`config.mk`:
```
export PLATFORM = sky130hd
export DESIGN_NAME = isp_byte_fifo_ctrl
export DESIGN_NICKNAME = d
export VERILOG_FILES = /design/src/rtl/isp_byte_fifo_ctrl.sv
export SDC_FILE = /design/constraint.sdc
export NUM_CORES = 1
export LEC_CHECK = 0
export ABC_AREA = 1
export CAP_MARGIN = 5
export CORE_MARGIN = 1.5
export CORE_UTILIZATION = 40
export CTS_CLUSTER_DIAMETER = 50
export DETAILED_ROUTE_END_ITERATION = 7
export HOLD_SLACK_MARGIN = 0.03
export PLACE_DENSITY = 0.75
export SLEW_MARGIN = 20
export SYNTH_ARGS = -nofsm -noshare
export SYNTH_HDL_FRONTEND = slang
export SYNTH_SLANG_ARGS = --single-unit
```
`constraint.sdc`:
```
create_clock -name CLK -period 5 [get_ports CLK]
set_input_delay 1 -clock CLK [delete_from_list [all_inputs] [get_ports CLK]]
set_output_delay 1 -clock CLK [all_outputs]
set_load 0.05 [all_outputs]
```
`src/rtl/isp_byte_fifo_ctrl.sv`:
```
// -----------------------------------------------------------------------------
// isp_byte_fifo_ctrl
//
// First-word-fall-through byte FIFO controller. It drives an external
// 2**AW x DW single-clock two-port SRAM (synchronous write, 1-cycle
// synchronous read) and turns it into a ready/valid stream buffer. The FIFO
// sits between the MSS byte source (APB/UART shim) and the ISP bitstream
// consumer.
//
// The RAM read latency is hidden behind a 2-entry output stage (out + skid).
// Up to two bytes are kept in flight ahead of the consumer, which gives one
// byte per cycle sustained throughput.
//
// Handshake semantics (both sides):
//   A transfer happens on a rising CLK edge when valid && ready are both high.
//   WR_READY does not depend on WR_VALID, and RD_VALID does not depend on
//   RD_READY. Once RD_VALID is high, RD_VALID and RD_DATA stay stable until
//   RD_READY accepts the byte. RD_READY while !RD_VALID has no effect.
//   A WR_VALID while FULL is dropped and sets the sticky OVERFLOW flag.
//
// Ports:
//   CLK, ARST_N       clock (rising edge), asynchronous active-low reset
//   FLUSH             synchronous clear of all state, including OVERFLOW
//   WR_VALID/READY    producer handshake; WR_DATA is the byte offered
//   RD_VALID/READY    consumer handshake; RD_DATA is the head byte
//   COUNT             bytes held: RAM + output stage + in-flight read
//   FULL/EMPTY        COUNT == 2**AW+2 / COUNT == 0
//   ALMOST_FULL       COUNT >= AFULL_LVL
//   OVERFLOW          sticky: a write was attempted while FULL
//   RAM_*             SRAM write port (WADDR/WD/WEN) and read port
//                     (RADDR/REN/RD). RD is valid the cycle after REN.
// -----------------------------------------------------------------------------
module isp_byte_fifo_ctrl #(
   parameter int AW        = 6,
   parameter int DW        = 8,
   parameter int AFULL_LVL = 56
) (
   input  logic          CLK,
   input  logic          ARST_N,
   input  logic          FLUSH,
   input  logic          WR_VALID,
   output logic          WR_READY,
   input  logic [DW-1:0] WR_DATA,
   output logic          RD_VALID,
   input  logic          RD_READY,
   output logic [DW-1:0] RD_DATA,
   output logic [AW+1:0] COUNT,
   output logic          FULL,
   output logic          EMPTY,
   output logic          ALMOST_FULL,
   output logic          OVERFLOW,
   output logic [AW-1:0] RAM_WADDR,
   output logic [DW-1:0] RAM_WD,
   output logic          RAM_WEN,
   output logic [AW-1:0] RAM_RADDR,
   output logic          RAM_REN,
   input  logic [DW-1:0] RAM_RD
);

   // RAM depth plus the two output-stage entries.
   localparam int            CAP     = (2 ** AW) + 2;
   localparam logic [AW+1:0] CAP_V   = (AW + 2)'(CAP);
   localparam logic [AW+1:0] AFULL_V = (AW + 2)'(AFULL_LVL);

   // ---------------------------------------------------------------------------
   // State
   // ---------------------------------------------------------------------------
   logic [AW-1:0] wptr;
   logic [AW-1:0] rptr;
   logic [AW:0]   ram_cnt;     // bytes written to RAM and not yet read out
   logic          out_v;
   logic [DW-1:0] out_q;
   logic          skid_v;
   logic [DW-1:0] skid_q;
   logic          inflight;    // RAM read issued last cycle, RAM_RD valid now
   logic [AW+1:0] count_q;
   logic          ovf_q;

   // ---------------------------------------------------------------------------
   // Next-state signals
   // ---------------------------------------------------------------------------
   logic          full;
   logic          wr_fire;
   logic          rd_fire;
   logic          rd_issue;
   logic [1:0]    stage_used;
   logic [1:0]    stage_after;
   logic [AW:0]   ram_cnt_nxt;
   logic          out_v_nxt;
   logic [DW-1:0] out_nxt;
   logic          skid_v_nxt;
   logic [DW-1:0] skid_nxt;
   logic [AW+1:0] count_nxt;

   assign full    = (count_q == CAP_V);
   assign wr_fire = WR_VALID && !full && !FLUSH;
   assign rd_fire = out_v && RD_READY;

   // Output-stage occupancy, counting the read already in flight, and what is
   // left once this cycle's consumer transfer is taken out.
   assign stage_used  = 2'(out_v) + 2'(skid_v) + 2'(inflight);
   assign stage_after = stage_used - 2'(rd_fire);

   // A new read is issued only if it is guaranteed a slot when it lands.
   // ram_cnt is the registered value, so a byte written this cycle is never
   // read in the same cycle. The read and write addresses are therefore never
   // equal while both enables are high: wptr == rptr only when the RAM is
   // empty (no read) or holds 2**AW bytes (stages full, FIFO FULL, no write).
   assign rd_issue = !FLUSH && (ram_cnt != '0) && (stage_after < 2'd2);

   always_comb begin
      ram_cnt_nxt = ram_cnt;
      unique case ({wr_fire, rd_issue})
         2'b10:   ram_cnt_nxt = ram_cnt + (AW + 1)'(1);
         2'b01:   ram_cnt_nxt = ram_cnt - (AW + 1)'(1);
         default: ram_cnt_nxt = ram_cnt;
      endcase
   end

   // Output stage. Byte order is out (oldest), then skid, then the in-flight
   // RAM read. When out is consumed, skid moves up and the landing byte goes
   // behind it. Otherwise the landing byte takes the first free slot.
   always_comb begin
      out_v_nxt  = out_v;
      out_nxt    = out_q;
      skid_v_nxt = skid_v;
      skid_nxt   = skid_q;
      if (rd_fire) begin
         if (skid_v) begin
            out_v_nxt  = 1'b1;
            out_nxt    = skid_q;
            skid_v_nxt = inflight;
            if (inflight) begin
               skid_nxt = RAM_RD;
            end
         end else begin
            out_v_nxt = inflight;
            if (inflight) begin
               out_nxt = RAM_RD;
            end
         end
      end else if (inflight) begin
         if (!out_v) begin
            out_v_nxt = 1'b1;
            out_nxt   = RAM_RD;
         end else begin
            skid_v_nxt = 1'b1;
            skid_nxt   = RAM_RD;
         end
      end
   end

   // COUNT is a registered copy of what the pieces will hold after this edge.
   assign count_nxt = (AW + 2)'(ram_cnt_nxt) + (AW + 2)'(out_v_nxt)
                    + (AW + 2)'(skid_v_nxt)  + (AW + 2)'(rd_issue);

   // ---------------------------------------------------------------------------
   // Registers
   // ---------------------------------------------------------------------------
   always_ff @(posedge CLK or negedge ARST_N) begin
      if (!ARST_N) begin
         wptr     <= '0;
         rptr     <= '0;
         ram_cnt  <= '0;
         out_v    <= 1'b0;
         out_q    <= '0;
         skid_v   <= 1'b0;
         skid_q   <= '0;
         inflight <= 1'b0;
         count_q  <= '0;
         ovf_q    <= 1'b0;
      end else if (FLUSH) begin
         // Any in-flight RAM read is dropped by clearing inflight. The data
         // registers keep stale contents; they are hidden behind the cleared
         // valid bits.
         wptr     <= '0;
         rptr     <= '0;
         ram_cnt  <= '0;
         out_v    <= 1'b0;
         skid_v   <= 1'b0;
         inflight <= 1'b0;
         count_q  <= '0;
         ovf_q    <= 1'b0;
      end else begin
         if (wr_fire) begin
            wptr <= wptr + AW'(1);
         end
         if (rd_issue) begin
            rptr <= rptr + AW'(1);
         end
         ram_cnt  <= ram_cnt_nxt;
         out_v    <= out_v_nxt;
         out_q    <= out_nxt;
         skid_v   <= skid_v_nxt;
         skid_q   <= skid_nxt;
         inflight <= rd_issue;
         count_q  <= count_nxt;
         if (WR_VALID && full) begin
            ovf_q <= 1'b1;
         end
      end
   end

   // ---------------------------------------------------------------------------
   // Outputs
   // ---------------------------------------------------------------------------
   assign WR_READY    = !full;
   assign RD_VALID    = out_v;
   assign RD_DATA     = out_q;
   assign COUNT       = count_q;
   assign FULL        = full;
   assign EMPTY       = (count_q == '0);
   assign ALMOST_FULL = (count_q >= AFULL_V);
   assign OVERFLOW    = ovf_q;

   assign RAM_WADDR = wptr;
   assign RAM_WD    = WR_DATA;
   assign RAM_WEN   = wr_fire;
   assign RAM_RADDR = rptr;
   assign RAM_REN   = rd_issue;

endmodule
```
==> impl_metrics.ini <==
[final_layout]
drive_gt1_share_pct = 12.8
area_delta_synth_final_pct = 24.7
final_cell_mix = nand2_1, inv_1, dfrtp_1
final_common_cell = nand2_1
instances_no_fill = 518
fin_nets = 452
fillers = 686
diodes = 0
utilization_pct = 51.8

[timing]
tightest_slew_ns = 0.864
fin_tns_setup_ns = 0
slew_headroom_pct = 42.3
slew_viol_final = 0
fin_skew_ns = 0.00585
rsz0062_at_grt = false
max_freq_mhz = 212
fin_crit_ns = 4.73
period_share_pct = 94.6
hold_viol = 0
hold_ws_ns = 0.494
setup_violations = 0

[setup_path]
cp_data_required_time_ns = 5.20
worst-setup-path-type = input pin to flip-flop
path_max_fanout = 2
cp-start-kind = input pin
critPathCaptureType = flip-flop
critPathArrivalTime_ns = 4.93

[placed_design]
place_hpwl_microns = 4700
dp.cells = 508
io_buffers = 48
globalplace.congestion = 0.837

[synth]
synth_top_area_share_pct = 41.4
synthTopCellsByArea = dfrtp_1, nand2_1, inv_1, o21ai_0, nor2_1
synthCells = 374
yosysWarnings = 0
syn-mean-instance-area_sq_um = 7.60
synth_seq_cells = 47
syn_nets = 405
yosysUniqueCellTypes = 33
ys_seq_area_share_pct = 41.4
synth_top_cell_by_area = dfrtp_1
synth_area_sq_um = 2840

[clock_network]
cts_hold_buf = 0
clk_pin_slew_ns = 0.09
cts_tree = built
clock_latency_ns = 0.31
cts.sinks = 47
cts-root-buf = clkbuf_8
htree_levels = 2
cts_made_buffers = 5
clock_path_buffers = 2

[floorplanning]
die_w_microns = 87.3
die_y_microns = 87.3
coreArea_sq_um = 6830
ioPinCount = 65
initial_utilization_pct = 41.6
die-area_sq_um = 7620
rows = 30

[global_routing]
busiest_layer = met2
overflow = 0
grt_pass1_wl_microns = 10700
track_usage_pct = 17.5
grt_use_met2_pct = 30.8
grt_pass1_vias = 2443
antenna_found_initial = 0
grt_use_met3_pct = 4.45
grt_max_degree = 48
grt_use_met1_pct = 22.3

[drt]
first_pass_iters = 4
num_vias = 2565
finalWirelength_microns = 6440
drcViolationCount = 0
via_per_inst = 4.95
post_drt_wl_per_cell_microns = 12.4
postRouteAntennaNets = 0
drt_iter0_markers = 138

[job]
cap_violations = 0

[run_status]
status = complete, no violations

[min_path]
hold_class = flip-flop to flip-flop

[power]
power_leakage_uw = 0.00175
peakVddDrop_v = 0.000294
p_per_area_nw_per_um2 = 594
==> cell usage after synthesis <==
| cell | number |
|---|---|
| nor2_4 | 2 |
| nor2_1 | 41 |
| o211ai_1 | 2 |
| dfrtp_1 | 47 |
| nand3_1 | 23 |
| mux2_2 | 8 |
| a21oi_1 | 9 |
| and3_1 | 1 |
| or2_2 | 1 |
| nand2_2 | 9 |
| nor3_1 | 4 |
| o21ai_0 | 31 |
| xnor2_1 | 3 |
| nor4_1 | 1 |
| a21oi_2 | 2 |
| fa_1 | 1 |
| buf_4 | 10 |
| nor3b_1 | 1 |
| nand3_2 | 2 |
| clkbuf_2 | 1 |
| nand4_1 | 11 |
| buf_6 | 1 |
| inv_2 | 3 |
| buf_1 | 1 |
| inv_1 | 50 |
| ha_1 | 9 |
| buf_2 | 2 |
| nor2_2 | 4 |
| xor2_1 | 2 |
| clkbuf_1 | 3 |
| a22o_1 | 1 |
| o31ai_1 | 1 |
| nand2_1 | 87 |
==> through the flow <==
step           total power (uW)  cell area, sq um  setup WS [ns]
2_1_floorplan              1440              2840          0.181
3_3_place_gp               1730              3380          0.106
3_5_place_dp               1770              3380        -0.0961
4_1_cts                    2100              3510          0.204
5_1_grt                    2260              3540         0.0235
6_report                   2110              3540          0.272
==> power breakdown <==
part,switching [uW],internal (uW)
clock network,135,199
registers,98.5,499
logic,766,407
total,1000,1110
==> cells by family (layout without fill, tap and decap cells) <==
group,count (synthesis),count (layout),share of synthesized area [%]
AND/OR/NAND/NOR,187,187,29.4
adder cells (fa/ha/maj),10,10,4.67
flip-flops,47,47,41.4
XOR/XNOR,5,5,1.54
buffers and inverters,71,119,11.1
AO/OA/AOI/OAI,46,46,8.76
multiplexers,8,8,3.17
==> worst max-delay path, stage by stage <==
cell             delay (ns)
clkdlybuf4s50_1        0.45
nand2_1                0.10
inv_1                  0.05
ha_1                   0.28
inv_1                  0.05
ha_1                   0.26
nand2_1                0.09
nand3_1                0.08
nand2_1                0.08
inv_2                  0.04
nand2_1                0.07
inv_1                  0.05
ha_1                   0.29
xor2_1                 0.16
or2_2                  0.31
nand2_1                0.06
inv_1                  0.03
ha_1                   0.27
ha_2                   0.17
inv_1                  0.06
fa_2                   0.36
a21oi_2                0.14
nand3_2                0.09
nor2_2                 0.15
nand3_1                0.09
nand2_1                0.07
nor2_1                 0.05
==> sequential cells by signal, summed over array words and instances, names as in the netlist <==
signal and cells:
COUNT 8, RD_DATA 8, skid_q 8, ram_cnt 7, RAM_RADDR 6, RAM_WADDR 6
OVERFLOW 1, RD_VALID 1, inflight 1, skid_v 1
==> what timing repair did <==
item	4_1_cts	5_1_grt
resized for setup	0	3
setup endpoints to repair	0	1
setup buffers	0	2
==> metal layers <==
layer  share of wire, %  up-vias  routed length [microns]
met4               0.33        0                       21
met2                 50       76                     3220
met3                4.8        2                      309
met1                 45     1209                     2890
met5                  0        -                        0
li1                   -     1278                        -
==> final timing paths <==
| kind | from | end | slack [ns] | cells after the start |
|---|---|---|---|---|
| max | RD_READY | COUNT[6] | 0.27 | 27 |
| min | RD_DATA[3] | RD_DATA[3] | 0.49 | 2 |
| max reg2reg | RD_VALID | COUNT[6] | 0.97 | 26 |
| min reg2reg | RD_DATA[3] | RD_DATA[3] | 0.49 | 2 |
| max in group asynchronous | ARST_N | RD_DATA[6] | 3.90 | 1 |
| min in group asynchronous | ARST_N | OVERFLOW | 0.69 | 1 |
==> area by class of cell <==
class	count	area (sq um)	share of cell area, %
Sequential cell	47	1180	33.2
Clock buffer	5	68.8	1.94
Multi-Input combinational cell	256	1360	38.4
Tap cell	96	120	3.39
Timing Repair Buffer	58	551	15.5
Inverter	53	199	5.62
Clock inverter	3	67.6	1.91
Power figures use the tool's default switching activity.
